--- src/rtl/cpu19_pkg.sv ---
// -----------------------------------------------------------------------------
// cpu19_pkg -- definitions shared by the cpu19 control path.
//   * Instruction word width and field positions (opcode/rd/rs1/rs2/imm)
//   * Opcode constants for the non-ALU instructions
//   * ALU operation encodings (0000 ADD .. 0111 SHR)
//   * Control FSM state enum and decoded instruction class enum
// -----------------------------------------------------------------------------
package cpu19_pkg;

    localparam int INSTR_W = 19;

    // Instruction field positions
    localparam int OPC_MSB = 18;
    localparam int OPC_LSB = 14;
    localparam int RD_MSB  = 13;
    localparam int RD_LSB  = 10;
    localparam int RS1_MSB = 9;
    localparam int RS1_LSB = 6;
    localparam int RS2_MSB = 5;
    localparam int RS2_LSB = 2;
    localparam int IMM_MSB = 9;
    localparam int IMM_LSB = 0;

    typedef logic [OPC_MSB-OPC_LSB:0] opcode_t;

    // Opcodes 0x00..0x07 are register-register ALU ops; alu_op = opcode[3:0]
    localparam opcode_t OPC_ADDI = 5'h08;
    localparam opcode_t OPC_LD   = 5'h10;
    localparam opcode_t OPC_ST   = 5'h11;
    localparam opcode_t OPC_BEQ  = 5'h12;
    localparam opcode_t OPC_BNE  = 5'h13;
    localparam opcode_t OPC_JMP  = 5'h14;
    localparam opcode_t OPC_HALT = 5'h1F;

    typedef enum logic [3:0] {
        ALU_ADD = 4'b0000,
        ALU_SUB = 4'b0001,
        ALU_AND = 4'b0010,
        ALU_OR  = 4'b0011,
        ALU_XOR = 4'b0100,
        ALU_SLT = 4'b0101,
        ALU_SHL = 4'b0110,
        ALU_SHR = 4'b0111
    } alu_op_e;

    typedef enum logic [2:0] {
        ST_FETCH  = 3'd0,
        ST_DECODE = 3'd1,
        ST_EXEC   = 3'd2,
        ST_MEM    = 3'd3,
        ST_WB     = 3'd4,
        ST_HALT   = 3'd5
    } state_e;

    typedef enum logic [2:0] {
        CLS_ALU  = 3'd0,
        CLS_LD   = 3'd1,
        CLS_ST   = 3'd2,
        CLS_BEQ  = 3'd3,
        CLS_BNE  = 3'd4,
        CLS_JMP  = 3'd5,
        CLS_HALT = 3'd6,
        CLS_ILL  = 3'd7
    } op_class_e;

endpackage

--- src/rtl/ctrl_fsm_if.sv ---
// -----------------------------------------------------------------------------
// ctrl_fsm_if -- bundle between the control FSM and the datapath / memories.
//   master : the control FSM (drives requests and control strobes)
//   slave  : datapath + memory side (drives instr, acks, zero flag)
// Signals: instr, imem_req/imem_ack, dmem_req/dmem_we/dmem_ack, zero,
//          alu_op, alu_src_imm, ir_load, reg_we, wb_sel_mem, pc_we, pc_src,
//          halted, timeout, and illegal when CTRL_ILLEGAL_TRAP_EN is defined.
// -----------------------------------------------------------------------------
interface ctrl_fsm_if;
    import cpu19_pkg::*;

    logic [INSTR_W-1:0] instr;
    logic               imem_req;
    logic               imem_ack;
    logic               dmem_req;
    logic               dmem_we;
    logic               dmem_ack;
    logic               zero;
    logic [3:0]         alu_op;
    logic               alu_src_imm;
    logic               ir_load;
    logic               reg_we;
    logic               wb_sel_mem;
    logic               pc_we;
    logic               pc_src;
    logic               halted;
    logic               timeout;
`ifdef CTRL_ILLEGAL_TRAP_EN
    logic               illegal;
`endif

    modport master (
`ifdef CTRL_ILLEGAL_TRAP_EN
        output illegal,
`endif
        input  instr, imem_ack, dmem_ack, zero,
        output imem_req, dmem_req, dmem_we, alu_op, alu_src_imm, ir_load,
               reg_we, wb_sel_mem, pc_we, pc_src, halted, timeout
    );

    modport slave (
`ifdef CTRL_ILLEGAL_TRAP_EN
        input  illegal,
`endif
        output instr, imem_ack, dmem_ack, zero,
        input  imem_req, dmem_req, dmem_we, alu_op, alu_src_imm, ir_load,
               reg_we, wb_sel_mem, pc_we, pc_src, halted, timeout
    );

endinterface

--- src/rtl/ctrl_decode.sv ---
// -----------------------------------------------------------------------------
// ctrl_decode -- combinational opcode -> control word map.
//   opcode      : in  5-bit opcode field
//   alu_op      : out ALU operation
//   alu_src_imm : out ALU operand b from sign-extended immediate
//   op_class    : out instruction class steering the FSM
// Unlisted opcodes are reported as CLS_ILL; the FSM decides what that means.
// -----------------------------------------------------------------------------
module ctrl_decode
    import cpu19_pkg::*;
(
    input  opcode_t   opcode,
    output alu_op_e   alu_op,
    output logic      alu_src_imm,
    output op_class_e op_class
);

    always_comb begin
        alu_op      = ALU_ADD;
        alu_src_imm = 1'b0;
        op_class    = CLS_ILL;
        if (opcode[4:3] == 2'b00) begin
            alu_op   = alu_op_e'(opcode[3:0]);
            op_class = CLS_ALU;
        end else begin
            case (opcode)
                OPC_ADDI: begin alu_src_imm = 1'b1; op_class = CLS_ALU; end
                OPC_LD:   begin alu_src_imm = 1'b1; op_class = CLS_LD;  end
                OPC_ST:   begin alu_src_imm = 1'b1; op_class = CLS_ST;  end
                OPC_BEQ:  begin alu_op = ALU_SUB;   op_class = CLS_BEQ; end
                OPC_BNE:  begin alu_op = ALU_SUB;   op_class = CLS_BNE; end
                OPC_JMP:  op_class = CLS_JMP;
                OPC_HALT: op_class = CLS_HALT;
                default:  op_class = CLS_ILL;
            endcase
        end
    end

endmodule

--- src/rtl/ctrl_fsm.sv ---
// -----------------------------------------------------------------------------
// ctrl_fsm -- multi-cycle control FSM for the cpu19 core.
//   clk   : in  clock, rising edge
//   rst_n : in  asynchronous active-low reset
//   bus   : ctrl_fsm_if.master (memory handshakes + datapath control)
// Parameter TIMEOUT_CYCLES: max cycles of unanswered imem/dmem request.
// Macro CTRL_ILLEGAL_TRAP_EN: unlisted opcodes pulse bus.illegal and halt;
// without it they behave as a NOP.
// -----------------------------------------------------------------------------
module ctrl_fsm
    import cpu19_pkg::*;
#(
    parameter int TIMEOUT_CYCLES = 255
) (
    input  logic         clk,
    input  logic         rst_n,
    ctrl_fsm_if.master   bus
);

    // The counter never has to hold TIMEOUT_CYCLES itself: the cycle that
    // would take it there either completes or times out and clears it.
    localparam int WAIT_W = (TIMEOUT_CYCLES < 2) ? 1 : $clog2(TIMEOUT_CYCLES);

    state_e              state_q, state_d;
    opcode_t             opcode_q, opcode_d;
    logic [WAIT_W-1:0]   wait_q, wait_d;
    // Low through reset and until the first clock after release, so every
    // output (including imem_req) stays 0 while rst_n is low.
    logic                run_q, run_d;

    alu_op_e             dec_alu_op;
    logic                dec_src_imm;
    op_class_e           dec_class;
    logic                wait_last;

    ctrl_decode u_decode (
        .opcode      (opcode_q),
        .alu_op      (dec_alu_op),
        .alu_src_imm (dec_src_imm),
        .op_class    (dec_class)
    );

    assign wait_last = (wait_q == WAIT_W'(TIMEOUT_CYCLES - 1));

    // State register
    always_ff @(posedge clk or negedge rst_n) begin
        if (!rst_n) begin
            state_q  <= ST_FETCH;
            opcode_q <= '0;
            wait_q   <= '0;
            run_q    <= 1'b0;
        end else begin
            state_q  <= state_d;
            opcode_q <= opcode_d;
            wait_q   <= wait_d;
            run_q    <= run_d;
        end
    end

    // Next-state logic
    always_comb begin
        state_d  = state_q;
        opcode_d = opcode_q;
        wait_d   = wait_q;
        run_d    = 1'b1;
        if (run_q) begin
            case (state_q)
                ST_FETCH: begin
                    if (bus.imem_ack) begin
                        opcode_d = bus.instr[OPC_MSB:OPC_LSB];
                        wait_d   = '0;
                        state_d  = ST_DECODE;
                    end else if (wait_last) begin
                        wait_d  = '0;
                        state_d = ST_HALT;
                    end else begin
                        wait_d = wait_q + WAIT_W'(1);
                    end
                end
                ST_DECODE: state_d = ST_EXEC;
                ST_EXEC: begin
                    case (dec_class)
                        CLS_ALU:         state_d = ST_WB;
                        CLS_LD, CLS_ST:  state_d = ST_MEM;
                        CLS_HALT:        state_d = ST_HALT;
`ifdef CTRL_ILLEGAL_TRAP_EN
                        CLS_ILL:         state_d = ST_HALT;
`endif
                        default:         state_d = ST_FETCH;
                    endcase
                end
                ST_MEM: begin
                    if (bus.dmem_ack) begin
                        wait_d  = '0;
                        state_d = (dec_class == CLS_LD) ? ST_WB : ST_FETCH;
                    end else if (wait_last) begin
                        wait_d  = '0;
                        state_d = ST_HALT;
                    end else begin
                        wait_d = wait_q + WAIT_W'(1);
                    end
                end
                ST_WB:   state_d = ST_FETCH;
                ST_HALT: state_d = ST_HALT;
                default: state_d = ST_FETCH;
            endcase
        end
    end

    // Output logic
    always_comb begin
        bus.imem_req    = 1'b0;
        bus.dmem_req    = 1'b0;
        bus.dmem_we     = 1'b0;
        bus.alu_op      = ALU_ADD;
        bus.alu_src_imm = 1'b0;
        bus.ir_load     = 1'b0;
        bus.reg_we      = 1'b0;
        bus.wb_sel_mem  = 1'b0;
        bus.pc_we       = 1'b0;
        bus.pc_src      = 1'b0;
        bus.halted      = 1'b0;
        bus.timeout     = 1'b0;
`ifdef CTRL_ILLEGAL_TRAP_EN
        bus.illegal     = 1'b0;
`endif
        if (run_q) begin
            case (state_q)
                ST_FETCH: begin
                    bus.imem_req = 1'b1;
                    bus.ir_load  = bus.imem_ack;
                    // An ack in the last allowed cycle wins over the timeout.
                    bus.timeout  = wait_last & ~bus.imem_ack;
                end
                ST_EXEC: begin
                    bus.alu_op      = dec_alu_op;
                    bus.alu_src_imm = dec_src_imm;
                    case (dec_class)
                        CLS_BEQ: begin bus.pc_we = 1'b1; bus.pc_src = bus.zero;  end
                        CLS_BNE: begin bus.pc_we = 1'b1; bus.pc_src = ~bus.zero; end
                        CLS_JMP: begin bus.pc_we = 1'b1; bus.pc_src = 1'b1;      end
`ifdef CTRL_ILLEGAL_TRAP_EN
                        CLS_ILL: bus.illegal = 1'b1;
`else
                        CLS_ILL: bus.pc_we = 1'b1;
`endif
                        default: ;
                    endcase
                end
                ST_MEM: begin
                    // Address computation stays on the ALU for the transfer.
                    bus.alu_op      = dec_alu_op;
                    bus.alu_src_imm = dec_src_imm;
                    bus.dmem_req    = 1'b1;
                    bus.dmem_we     = (dec_class == CLS_ST);
                    bus.pc_we       = bus.dmem_ack & (dec_class == CLS_ST);
                    bus.timeout     = wait_last & ~bus.dmem_ack;
                end
                ST_WB: begin
                    bus.alu_op      = dec_alu_op;
                    bus.alu_src_imm = dec_src_imm;
                    bus.reg_we      = 1'b1;
                    bus.pc_we       = 1'b1;
                    bus.wb_sel_mem  = (dec_class == CLS_LD);
                end
                ST_HALT: bus.halted = 1'b1;
                default: ;
            endcase
        end
    end

endmodule

--- src/flat_wrapper.sv ---
// flat-port wrapper written by rule: the top's interface ports become plain ports
module ctrl_fsm_flat import cpu19_pkg::*;
#(
    parameter int TIMEOUT_CYCLES = 255
)
  (clk, rst_n, bus_instr, bus_imem_ack, bus_dmem_ack, bus_zero, bus_imem_req, bus_dmem_req, bus_dmem_we, bus_alu_op, bus_alu_src_imm, bus_ir_load, bus_reg_we, bus_wb_sel_mem, bus_pc_we, bus_pc_src, bus_halted, bus_timeout);
  ctrl_fsm_if bus_i ();
  input  logic clk;
  input  logic rst_n;
  input wire logic [$bits(bus_i.instr)-1:0] bus_instr;
  input wire logic [$bits(bus_i.imem_ack)-1:0] bus_imem_ack;
  input wire logic [$bits(bus_i.dmem_ack)-1:0] bus_dmem_ack;
  input wire logic [$bits(bus_i.zero)-1:0] bus_zero;
  output wire logic [$bits(bus_i.imem_req)-1:0] bus_imem_req;
  output wire logic [$bits(bus_i.dmem_req)-1:0] bus_dmem_req;
  output wire logic [$bits(bus_i.dmem_we)-1:0] bus_dmem_we;
  output wire logic [$bits(bus_i.alu_op)-1:0] bus_alu_op;
  output wire logic [$bits(bus_i.alu_src_imm)-1:0] bus_alu_src_imm;
  output wire logic [$bits(bus_i.ir_load)-1:0] bus_ir_load;
  output wire logic [$bits(bus_i.reg_we)-1:0] bus_reg_we;
  output wire logic [$bits(bus_i.wb_sel_mem)-1:0] bus_wb_sel_mem;
  output wire logic [$bits(bus_i.pc_we)-1:0] bus_pc_we;
  output wire logic [$bits(bus_i.pc_src)-1:0] bus_pc_src;
  output wire logic [$bits(bus_i.halted)-1:0] bus_halted;
  output wire logic [$bits(bus_i.timeout)-1:0] bus_timeout;
  assign bus_i.instr = bus_instr;
  assign bus_i.imem_ack = bus_imem_ack;
  assign bus_i.dmem_ack = bus_dmem_ack;
  assign bus_i.zero = bus_zero;
  assign bus_imem_req = bus_i.imem_req;
  assign bus_dmem_req = bus_i.dmem_req;
  assign bus_dmem_we = bus_i.dmem_we;
  assign bus_alu_op = bus_i.alu_op;
  assign bus_alu_src_imm = bus_i.alu_src_imm;
  assign bus_ir_load = bus_i.ir_load;
  assign bus_reg_we = bus_i.reg_we;
  assign bus_wb_sel_mem = bus_i.wb_sel_mem;
  assign bus_pc_we = bus_i.pc_we;
  assign bus_pc_src = bus_i.pc_src;
  assign bus_halted = bus_i.halted;
  assign bus_timeout = bus_i.timeout;
  ctrl_fsm #(.TIMEOUT_CYCLES(TIMEOUT_CYCLES)) u_core (.clk(clk), .rst_n(rst_n), .bus(bus_i));
endmodule
--- config.mk ---
export PLATFORM = sky130hd
export DESIGN_NAME = ctrl_fsm_flat
export DESIGN_NICKNAME = d
export VERILOG_FILES = /design/src/rtl/cpu19_pkg.sv /design/src/rtl/ctrl_fsm_if.sv /design/src/rtl/ctrl_decode.sv /design/src/rtl/ctrl_fsm.sv /design/src/flat_wrapper.sv
export SDC_FILE = /design/constraint.sdc
export NUM_CORES = 1
export LEC_CHECK = 0
export ABC_AREA = 1
export BUFFER_PORTS_ARGS = -buffer_cell sky130_fd_sc_hd__buf_4
export CAP_MARGIN = 20
export CORE_UTILIZATION = 46
export DETAILED_ROUTE_END_ITERATION = 16
export GPL_ROUTABILITY_DRIVEN = 1
export GPL_TIMING_DRIVEN = 0
export PLACE_DENSITY = 0.8
export SYNTH_ARGS = -nofsm -noshare
export SYNTH_HDL_FRONTEND = slang
export SYNTH_SLANG_ARGS = --single-unit
--- constraint.sdc ---
create_clock -name clk -period 1.4 [get_ports clk]
set_input_delay 0.28 -clock clk [delete_from_list [all_inputs] [get_ports clk]]
set_output_delay 0.28 -clock clk [all_outputs]
set_load 0.005 [all_outputs]
Yosys cells after proc, flatten, opt, wreduce, memory -nomap -nowiden
Index checks and enable logic that the tools add are counted.

word-level totals
  input port bits = 24
  flip-flop bits (word level) = 17

cells by class
  reduce and logical (&&, ||, !) cells = 11
  add/subtract/negate cells = 1
  eq/ne operators = 20
  muxes and demuxes = 42
  bitwise gates (word level) = 6

operators by type and width
  cell                   count
  $eq A5 B5 Y1 const B   6
  $mux W1                24
  $mux W8                3
  $pmux W3 S7            1
  $eq A3 B3 Y1 const B   6
  $pmux W8 S2            1
  $mux W3                5
  $pmux W3 S5            1
  $eq A3 B2 Y1 const B   4
  $mux W4                3
  $pmux W3 S3            1
  $add A8 B1 Y8 const B  1
  $eq A8 B8 Y1 const B   1
  $eq A3 B1 Y1 const B   2
  $logic_not A3 Y1       2
  $pmux W1 S3            2
  $reduce_or A3 Y1       2
  $eq A5 B4 Y1 const B   1
  $reduce_or A2 Y1       2
  $reduce_or A4 Y1       1
  $and A1 B1 Y1          3
  $not A1 Y1             3
  $reduce_and A3 Y1      1
  $logic_not A2 Y1       1
  other kinds (3)        3

Logic depth before layout (Yosys ltp)
Gate-level depths: netlist of run 1.

  depth in word-level cells = 8
  gate-level depth with buffers = 12
  mapped depth without buffers = 12

Modules after synthesis
A second synthesis of run 1 with hierarchy kept.

second synthesis, totals
  cells, all modules = 238
  area total of the unflattened synthesis = 1387.6 µm²

by module, submodules not included
  module       cells an instance  sequential area each (µm²)  instances  area an instance (µm²)
  ctrl_fsm     195                425.4                       1          1188.6
  ctrl_decode  43                 0.0                         1          198.9

Worst setup path before layout of run 1
Ideal clock, no wire load.

  path type = flip-flop to output port
  start point = register u_core.opcode_q[3]
  end point = output bus_pc_we
  data arrival time = 1.313 ns
  setup slack = -0.193 ns
  required time = 1.120 ns
  stages on the path, launching flop included = 10
  path buffers = 0
  path through = dfrtp_1 -> nor2_1 -> nand2_1 -> nor3_1 -> nor2_1 -> o21ai_0 -> nand3_1 -> nand2_1 -> nand2_1 -> a21oi_1

on the way
  longest elaborated chain between the ends = 8
  elaborated cells on any way between the ends = 20

ends and longest elaborated chain
  item                                          RTL line            RTL
  start: declaration                            ctrl_fsm.sv:25      opcode_t opcode_q, opcode_d;
  start signal: assignment                      ctrl_fsm.sv:54      opcode_q <= opcode_d;
  $eq A5 B5 Y1 or $eq A5 B4 Y1 (tied branches)  ctrl_decode.sv:26   case (opcode)
  $pmux W3 S7                                   ctrl_decode.sv:26
  $mux W3 *                                     ctrl_decode.sv:22   if (opcode[4:3] == 2'b00) begin
  $eq A3 B3 Y1 or $eq A3 B2 Y1 (tied branches)  ctrl_fsm.sv:138     case (dec_class)
  $reduce_or A4 Y1 (no source line)             n/a
  $mux W1                                       ctrl_fsm.sv:138
  $pmux W1 S3 *                                 ctrl_fsm.sv:128     case (state_q)
  $mux W1 *                                     ctrl_fsm.sv:127     if (run_q) begin
  end: declaration                              flat_wrapper.sv:22  output wire logic [$bits(bus_i.pc_we)-1:0] bus_pc_we;

Every way passes the cells marked *; elsewhere a longest branch is shown, timed or not.

Worst setup path after layout of run 1
  start point = register u_core.opcode_q[4]
  end point = output bus_pc_we

Same word-level chain as after synthesis.

==> metrics.txt, run 1 <==
DPL Wire Length 2240 um; leakage 1.10 nW; Vias per Instance 6.50; Avg Cell Area, Syn 6.90 um2; Worst Skew 0.00413 ns; final hold violation count 0; placed cell count 234; WP depth 12; DRT antenna net count 0; Max H-tree Level 1; Chip Height 54.1 um; Buf/Inv on CP 3; global router's overall resource usage 35.4%; clock period minus worst slack 2.34 ns; Synth Area in XOR/XNOR 0%; Setup CP Type flop to output port; Clock Latency Late Sink 0.31 ns; library cells used by synthesis 32; Finished Core Util 88.0%; # fillers 102; Fin Hold WS 0.195 ns; status finished with violations; register area share after synthesis 34.1%; R2R depth 17; ant diodes 0; mux cell area share after synthesis 1.80%; Simple-Gate Fraction of Synth Area 36.4%; Slowest-stage cell, CP dfrtp_1; syn nets 207; ys flop type dfrtp_1; fin. max-slew vios 0; fmax 427 MHz; RSZ-0062 raised after global routing true; count of port buffers added during placement 23; final WL 6560 um; Startpoint Class flop; setup violators final 30; CP Max Fanout 8; Post-Synth Adder-Cell Area 2.00%; Arr. time, crit path 2.06 ns; first-pass GRT wire length 7110 um; ys async rst share 100%; largest family of logic cells by synthesized area simple AND/OR/NAND/NOR gates; max-cap viol count 0; Worst path top cell family by delay simple AND/OR/NAND/NOR gates; Area contributors post-synth dfrtp_1 34%, nand2_1 11%, inv_1 8.1%; vias in the first global route 1570; Netlist Area Pre-Place 1250 um2; Critical Path RT 1.12 ns; area grow syn2layout 77.8%; clk root buf clkbuf_4; Die ar. 2930 um2; failing checks negative setup slack; initial antenna violation count 0; DRC 0; final worst-path cycle share 167%; Yosys warning count 0; WHS Path Cells 3; row count 18; most frequent cells in the layout 51 x buf_4, 21 x nand2_1, 20 x buf_6; Cell Pwr Density 2120 nW/um2; I/O Pins 39; Synth Instances 181; final cell count without fillers 285; most common cell after layout, fill and taps aside buf_4; PnR worst setup slack -0.943 ns; CTS sink cnt 17; Iteration-0 DRC Markers 134; 1st-pass router iterations 6; CP Cell Sequence buf_6 -> nand2_2 -> nor2_1 -> nand2_2 -> inv_1 -> nor2_1 -> o21ai_1 -> nand3_1 -> nand2_1 -> nand2_1 -> a21oi_2 -> buf_4; nets 282; via count 1852; cts bufs inserted 3; FF+latch count, synth 17; Starting Density 49.5%; total grt overflow 0; share of the synthesized area in the top cell type 34.1%; Hold/Removal Path Class input port to flop; Die Width 54.1 um; mean routed wirelength per cell 23.0 um; clock-pin slew on the worst setup and hold paths 0.10 ns; Synth Area in Compound Gates 13.7%; Post-synth EDFFs 0; VDD IR-drop max 0.00168 V; CTS tree built; GP Congestion 0.924; area of the core 2520 um2; leading area contributor after synthesis dfrtp_1; Crit path largest cell delay 0.39 ns; Max clock buf depth 2; largest net degree at the start of global routing 18; Crit. End Element output port; layout cells sized above 1 60.0%
[flip-flops by register name, indices dropped and copies added, names as in the netlist]
name,flops
u_core.run_q,1
u_core.opcode_q,5
u_core.state_q,3
u_core.wait_q,8
[kinds of logic after synthesis]
family	after synthesis
fa+ha+maj	2
compound gates	28
mux	2
buf+inv	35
simple gates	95
flops	17
other cells	2
[power breakdown]
group | leakage, nW | internal (mW) | total [mW] | switching (mW)
Sequential | 0.215 | 0.649 | 0.882 | 0.233
Clock | 0.0150 | 0.112 | 0.280 | 0.169
Combinational | 0.874 | 1.61 | 3.55 | 1.94
Total | 1.10 | 2.37 | 4.71 | 2.34
[layer usage]
| metal | part of all wire (%) | track usage (%) | up-vias | routed length [um] |
|---|---|---|---|---|
| met3 | 11 | 14.4 | 96 | 723 |
| met4 | 12 | 30.3 | 0 | 782 |
| li1 | - | - | 733 | - |
| met2 | 46 | 60.1 | 213 | 3050 |
| met5 | 0 | 0 | - | 0 |
| met1 | 31 | 32.6 | 810 | 2010 |
[cell usage after synthesis, types with 3 or more instances]
cell type / instances
o21ai_1: 5
o21ai_0: 11
dfrtp_1: 17
a21oi_1: 5
inv_1: 27
nor3_1: 9
nand2_1: 35
nand3_1: 16
inv_2: 3
nor2_1: 24
[worst reg2reg max path, delay by kind of cell, from the launching register on]
family / cells / cell delay [ns]
buffers and inverters: 7 / 0.88
AO/OA/AOI/OAI: 1 / 0.20
flip-flops: 1 / 0.39
AND/OR/NAND/NOR: 9 / 0.70
[path summary, 6_finish.rpt]
kind | start | to | slack, ns
setup reg to reg | u_core.opcode_q[4]$_DFFE_PN0P_ | u_core.state_q[2]$_DFFE_PN0P_ | -0.87
min in group asynchronous | rst_n | u_core.state_q[0]$_DFFE_PN0P_ | 0.37
hold reg to reg | u_core.wait_q[0]$_DFFE_PN0P_ | u_core.wait_q[0]$_DFFE_PN0P_ | 0.58
setup / recovery | u_core.opcode_q[4]$_DFFE_PN0P_ | bus_pc_we | -0.94
hold / removal | bus_instr[16] | u_core.opcode_q[2]$_DFFE_PN0P_ | 0.19
max in group asynchronous | rst_n | u_core.run_q$_DFF_PN0_ | 0.82
[metrics by stage]
step | setup slack (ns) | area [um2] | setup TNS [ns] | total power [mW]
2_1_floorplan | -0.102 | 1290 | -0.386 | 1.89
3_3_place_gp | -0.313 | 1500 | -3.33 | 2.19
3_5_place_dp | -0.405 | 1500 | -3.91 | 2.24
4_1_cts | -0.622 | 2000 | -7.75 | 3.61
5_1_grt | -1.22 | 2220 | -16.93 | 4.98
6_report | -0.943 | 2220 | -13.99 | 4.71
[repair_timing]
action / CTS / global route
cloned: 0 / 0
hold buffers: 1 / 0
endpoints found under the setup margin: 27 / 30
hold endpoints to repair: 17 / 0
buffers inserted: 37 / 15
resized for setup: 51 / 51
pin swaps: 17 / 17
[area by class of cell]
cell class	instances	area, um2	share of cell area (%)
buffer	3	26.3	1.18
clock buffer	4	26.3	1.18
inverter	32	130	5.86
multi-input combinational	129	956	43.1
sequential	17	432	19.4
tap	30	37.5	1.69
timing repair buffer	70	612	27.6
Power figures use the tool's default switching activity.
==> run 2, diff against run 1 <==
- REMOVE_ABC_BUFFERS: default -> 1
==> run 2 against run 1 <==
The run still ends with negative setup slack left. Clock power is essentially flat. Flip-flop and latch count is the same. Die area is the same. Hold slack lost 0.010 ns. Via count shrank 11%. Register-to-register slack gained 0.48 ns. Clock skew shrank 0.00057 ns. Critical endpoint unchanged.
==> metrics.txt, run 2 (synthesis results as in run 1) <==
clock-pin slew on the worst setup and hold paths 0.10 ns; CP Max Fanout 7; launch point of the worst reg-to-reg path u_core.state_q[1]$_DFFE_PN0P_; mean routed wirelength per cell 18.5 um; setup violators final 30; ant diodes 0; count of port buffers added during placement 23; failing checks negative setup slack; CTS sink cnt 17; setup TNS after final layout -10.41 ns; row count 18; Startpoint Class flop; most common cell after layout, fill and taps aside buf_4; status finished with violations; dpl cell area 1440 um2; cts bufs inserted 3; fin. max-slew vios 0; Max H-tree Level 1; max-cap viol count 0; Setup CP Type flop to output port; fmax 470 MHz; final hold violation count 0; design area 2100 um2; leakage 1.02 nW; Pwr Total 3.95 mW; clock period minus worst slack 2.13 ns; final WL 5110 um; R2R depth 12; GP Congestion 0.923; total grt overflow 0; Arr. time, crit path 1.85 ns; WHS Path Cells 3; largest net degree at the start of global routing 18; DRT antenna net count 0; Vias per Instance 5.93; Starting Density 49.5%; Iteration-0 DRC Markers 113; Critical Path RT 1.12 ns; Chip Height 54.1 um; Die ar. 2930 um2; final worst-path cycle share 152%; Worst Skew 0.00356 ns; Hold/Removal Path Class input port to flop; Most flops, register u_core.wait_q; biggest regs u_core.wait_q (8), u_core.opcode_q (5), u_core.state_q (3); first-pass GRT wire length 6350 um; nets 274; global router's overall resource usage 31.5%; clk root buf clkbuf_4; DPL Wire Length 2030 um; Crit. End Element output port; PnR worst setup slack -0.727 ns; DRC 0; 1st-pass router iterations 5; crit path to bus_pc_we; r2r setup slk -0.39 ns; CP startpoint u_core.opcode_q[4]$_DFFE_PN0P_; Crit path largest cell delay 0.48 ns; RSZ-0062 raised after global routing true; Die Width 54.1 um; Cell Pwr Density 1880 nW/um2; area grow syn2layout 68.4%; RR Endpoint u_core.wait_q[7]$_DFFE_PN0P_; Clock Latency Late Sink 0.30 ns; area of the core 2520 um2; CTS tree built; layout cells sized above 1 56.3%; I/O Pins 39; Largest register FFs 8; via count 1643; most frequent cells in the layout 49 x buf_4, 25 x nand2_1, 19 x inv_1; initial antenna violation count 0; Max clock buf depth 2; Slowest-stage cell, CP dfrtp_2; CP Cell Sequence buf_4 -> nand2_2 -> nor3_4 -> nor2_1 -> o21ai_1 -> nand3_1 -> nand2_1 -> nand2_1 -> a21oi_2 -> buf_4; vias in the first global route 1415; VDD IR-drop max 0.00153 V
==> run 2: through the flow <==
step | setup WS [ns] | util [%] | cells | hold WS (ns)
after global routing | -0.898 | 83.4 | 277 | 0.195
after floorplan | -0.193 | - | 178 | -0.0156
after detailed placement | -0.548 | 57.1 | 231 | 0.160
after global placement | -0.506 | 57.1 | 231 | 0.158
after CTS | -0.663 | 76.8 | 266 | 0.182
final | -0.727 | 83.4 | 277 | 0.185
==> run 2: how the worst min path moves through the flow <==
stage / startpoint / to / slack (ns)
after floorplan: rst_n / u_core.opcode_q[0]$_DFFE_PN0P_ / -0.02
after global placement: rst_n / u_core.wait_q[0]$_DFFE_PN0P_ / 0.16
after detailed placement: rst_n / u_core.state_q[2]$_DFFE_PN0P_ / 0.16
after CTS: bus_instr[16] / u_core.opcode_q[2]$_DFFE_PN0P_ / 0.18
after global routing: bus_instr[18] / u_core.opcode_q[4]$_DFFE_PN0P_ / 0.19
final: bus_instr[15] / u_core.opcode_q[1]$_DFFE_PN0P_ / 0.18
==> run 2: layout make-up <==
class / count / area [um2]
fill: 118 / 419
inverter: 32 / 131
sequential: 17 / 433
multi-input combinational: 129 / 920
timing repair buffer: 65 / 556
clock buffer: 4 / 26.3
tap: 30 / 37.5
==> run 2: metal layers <==
metal	vias up	global-route usage [%]	share of wire (%)
met4	0	17.5	6.3
met2	112	56.6	49
met5	-	0	0
li1	717	-	-
met1	775	34.0	37
met3	39	6.50	7.9
==> run 2: report_power, final <==
group	total, mW	switching [mW]	internal, mW
Combinational	2.77	1.51	1.26
Clock	0.281	0.170	0.111
Sequential	0.893	0.241	0.652
==> run 2: worst max-delay path: cells and delay by family (launching register included) <==
kind,cells,cell delay (ns)
buf+inv,2,0.29
compound gates,2,0.23
flops,1,0.48
simple gates,6,0.53
==> run 2: what timing repair did <==
item / 4_1_cts / 5_1_grt
hold endpoints to repair: 17 / 0
hold buffers: 1 / 0
pin swaps: 22 / 17
setup endpoints to repair: 26 / 30
buffers inserted: 30 / 13
gates resized for setup: 65 / 31
==> run 3, diff against run 2 <==
--- a/config.mk
+++ b/config.mk
@@ -6,8 +6,7 @@
 export NUM_CORES = 1
 export LEC_CHECK = 0
-export ABC_AREA = 1
 export BUFFER_PORTS_ARGS = -buffer_cell sky130_fd_sc_hd__buf_4
 export CAP_MARGIN = 20
-export CORE_UTILIZATION = 46
+export CORE_UTILIZATION = 47
 export DETAILED_ROUTE_END_ITERATION = 16
 export GPL_ROUTABILITY_DRIVEN = 1
==> constraint.sdc (replaced) <==
create_clock -name clk -period 1.4 [get_ports clk]
set_input_delay 0.21 -clock clk [delete_from_list [all_inputs] [get_ports clk]]
set_output_delay 0.21 -clock clk [all_outputs]
set_load 0.005 [all_outputs]
==> run 3 against run 2 <==
The run still ends with negative setup slack left. Utilization rose by 3.1 points. Clock skew rose by 0.0010 ns. Maximum frequency rose by 8.6%. Critical path depth fell by 4. Global-route usage fell by 1.9 points. Cell area rose by 14%. Setup slack improved by 0.17 ns. Non-clock buffer count rose by 19. Synthesized cell count fell by 16%. Total power rose by 24%. Clock power fell by 1%. Combinational power rose by 30%. Critical path type unchanged. Largest power group unchanged. Highest routed layer unchanged.
==> metrics.txt, run 3 <==
Post-synth EDFFs 0; Max H-tree Level 1; Arr. time, crit path 1.75 ns; mean routed wirelength per cell 22.2 um; r2r setup slk -0.40 ns; initial antenna violation count 0; ys flop type dfrtp_1; launch point of the worst reg-to-reg path u_core.state_q[1]$_DFFE_PN0P_; row count 19; leakage 1.05 nW; Slowest-stage cell, CP dfrtp_2; I/O Pins 39; Hold/Removal Path Class input port to flop; setup violators final 30; Largest register FFs 8; Chip Height 56.6 um; Buf/Inv on CP 2; most common cell after layout, fill and taps aside buf_4; max-cap viol count 0; Die ar. 3200 um2; CTS tree built; Synth Instances 152; leading area contributor after synthesis dfrtp_1; Worst Skew 0.00459 ns; Most flops, register u_core.wait_q; clock-pin slew on the worst setup and hold paths 0.11 ns; ant diodes 0; final WL 5780 um; Starting Density 50.4%; Iteration-0 DRC Markers 126; final worst-path cycle share 140%; most frequent cells after synthesis 17 x dfrtp_1, 15 x nor2_1, 9 x o21ai_0, 8 x nand2_1, 6 x nand2b_1; fin. max-slew vios 0; CP Max Fanout 5; vias in the first global route 1566; clk root buf clkbuf_4; DRT antenna net count 0; Yosys warning count 0; DRC 0; Vias per Instance 6.38; PnR worst setup slack -0.559 ns; Cell Pwr Density 2030 nW/um2; Setup CP Type flop to output port; Area contributors post-synth dfrtp_1 30%, mux2_2 4.0%, nor2_1 4.0%; total grt overflow 0; count of port buffers added during placement 23; DPL Wire Length 2200 um; Net Sw Frac 45.0%; first-pass GRT wire length 7280 um; cts bufs inserted 3; global router's overall resource usage 29.6%; crit path to bus_pc_we; cell with the most instances after synthesis dfrtp_1; dpl cell area 1530 um2; Flop pwr share 20.9%; area of the core 2780 um2; fmax 510 MHz; CP startpoint u_core.state_q[1]$_DFFE_PN0P_; RSZ-0062 raised after global routing true; setup TNS after final layout -10.08 ns; design area 2410 um2; clock period minus worst slack 1.96 ns; most frequent cells in the layout 56 x buf_4, 26 x buf_6, 9 x nor2_1, 9 x dfrtp_2, 8 x dfrtp_1; layout cells sized above 1 65.9%; WP depth 6; Avg Cell Area, Syn 9.22 um2; via count 1659; failing checks negative setup slack; 1st-pass router iterations 4; largest net degree at the start of global routing 18; RR Endpoint u_core.opcode_q[2]$_DFFE_PN0P_; Logic pwr share 73.4%; register area share after synthesis 30.4%; Die Width 56.6 um; library cells used by synthesis 56; Clock Power Share 5.7%; CTS sink cnt 17; biggest regs u_core.wait_q (8), u_core.opcode_q (5), u_core.state_q (3); Startpoint Class flop; VDD IR-drop max 0.00164 V; Psw 2.20 mW; R2R depth 8; Pint 2.69 mW; placed cell count 195; Pwr Total 4.89 mW; Netlist Area Pre-Place 1400 um2; share of the synthesized area in the top cell type 30.4%; final hold violation count 0; Clock Latency Late Sink 0.30 ns; Crit path largest cell delay 0.44 ns; Worst path top cell family by delay simple AND/OR/NAND/NOR gates; area grow syn2layout 71.7%; Critical Path RT 1.19 ns; ys async rst share 100%; final cell count without fillers 260; Crit. End Element output port; GP Congestion 0.847; FF+latch count, synth 17; nets 256; status finished with violations; # fillers 121; CP Cell Sequence buf_6 -> nand2_4 -> nor4_4 -> nand4_1 -> a31oi_1 -> buf_4; Max clock buf depth 2
## run 3: cell types whose count changed after synthesis, moves of 5 or more
cell | before | now
nor2b_1 | 0 | 5
nor3_1 | 9 | 3
inv_1 | 27 | 5
nand2_1 | 35 | 8
nand3_1 | 16 | 4
nor2_1 | 24 | 15
o21ai_1 | 5 | 0
nand2b_1 | 0 | 6
## run 3: routing by layer
layer	global-route usage, %	wire length, um	part of all wire, %
met1	33.1	2080	36
met2	53.6	3130	54
met3	3.23	334	5.8
met4	16.7	241	4.2
met5	0	0	0
## run 3: worst min-delay path by stage
stage | from | endpoint | slack [ns] | cells past startpoint
4_1_cts | bus_instr[16] | u_core.opcode_q[2]$_DFFE_PN0P_ | 0.14 | 2
3_3_place_gp | rst_n | u_core.wait_q[1]$_DFFE_PN0P_ | 0.08 | 1
3_5_place_dp | rst_n | u_core.wait_q[1]$_DFFE_PN0P_ | 0.09 | 1
6_report | bus_instr[17] | u_core.opcode_q[3]$_DFFE_PN0P_ | 0.14 | 2
2_1_floorplan | rst_n | u_core.opcode_q[0]$_DFFE_PN0P_ | -0.09 | 0
5_1_grt | bus_instr[17] | u_core.opcode_q[3]$_DFFE_PN0P_ | 0.13 | 2
## run 3: repair_timing
action,in CTS,in global routing
setup endpoints to repair,30,30
hold buffers,1,0
pin swaps,26,24
resized for setup,46,57
setup buffers,41,26
hold endpoints to repair,17,0
## run 3: final cells by class
type | count | area [um2] | area share (%)
Tap cell | 31 | 38.8 | 1.61
Clock buffer | 3 | 22.5 | 0.936
Sequential cell | 17 | 437 | 18.1
Multi-Input combinational cell | 119 | 1140 | 47.4
Timing Repair Buffer | 84 | 743 | 30.9
Clock inverter | 1 | 5.00 | 0.208
Inverter | 5 | 18.8 | 0.780
## run 3: worst register-to-register path, stage by stage, from the launching register on
cell	delay, ns
dfrtp_2	0.46
buf_6	0.14
buf_6	0.10
buf_6	0.11
nor3_4	0.23
nand2_4	0.11
buf_6	0.14
buf_4	0.12
mux2_2	0.27
## run 3: cells by family after synthesis
| family | after synthesis | synth area share [%] |
|---|---|---|
| and+or+nand+nor | 72 | 34.1 |
| AOI/OAI and AO/OA | 33 | 17.6 |
| DFF | 17 | 30.4 |
| buffers and inverters | 16 | 7.14 |
| xor gates and xnor gates | 5 | 4.46 |
| muxes | 5 | 4.02 |
| adders and majority gates | 2 | 1.79 |
| other | 2 | 0.536 |
## run 3: power by group through the flow
stage	logic, mW	clock network, mW	registers (mW)
2_1_floorplan	0.964	0	1.03
3_3_place_gp	1.17	0	1.15
3_5_place_dp	1.22	0	1.16
4_1_cts	2.51	0.272	0.948
5_1_grt	3.75	0.300	1.02
6_report	3.59	0.277	1.02
## run 3: metrics by stage
step | setup slack [ns] | hold slack (ns) | util [%]
floorplan | -0.187 | -0.0856 | -
global placement | -0.437 | 0.0801 | 55.1
detailed placement | -0.518 | 0.0855 | 55.1
CTS | -0.478 | 0.141 | 73.0
global route | -0.619 | 0.129 | 86.5
finish | -0.559 | 0.140 | 86.5
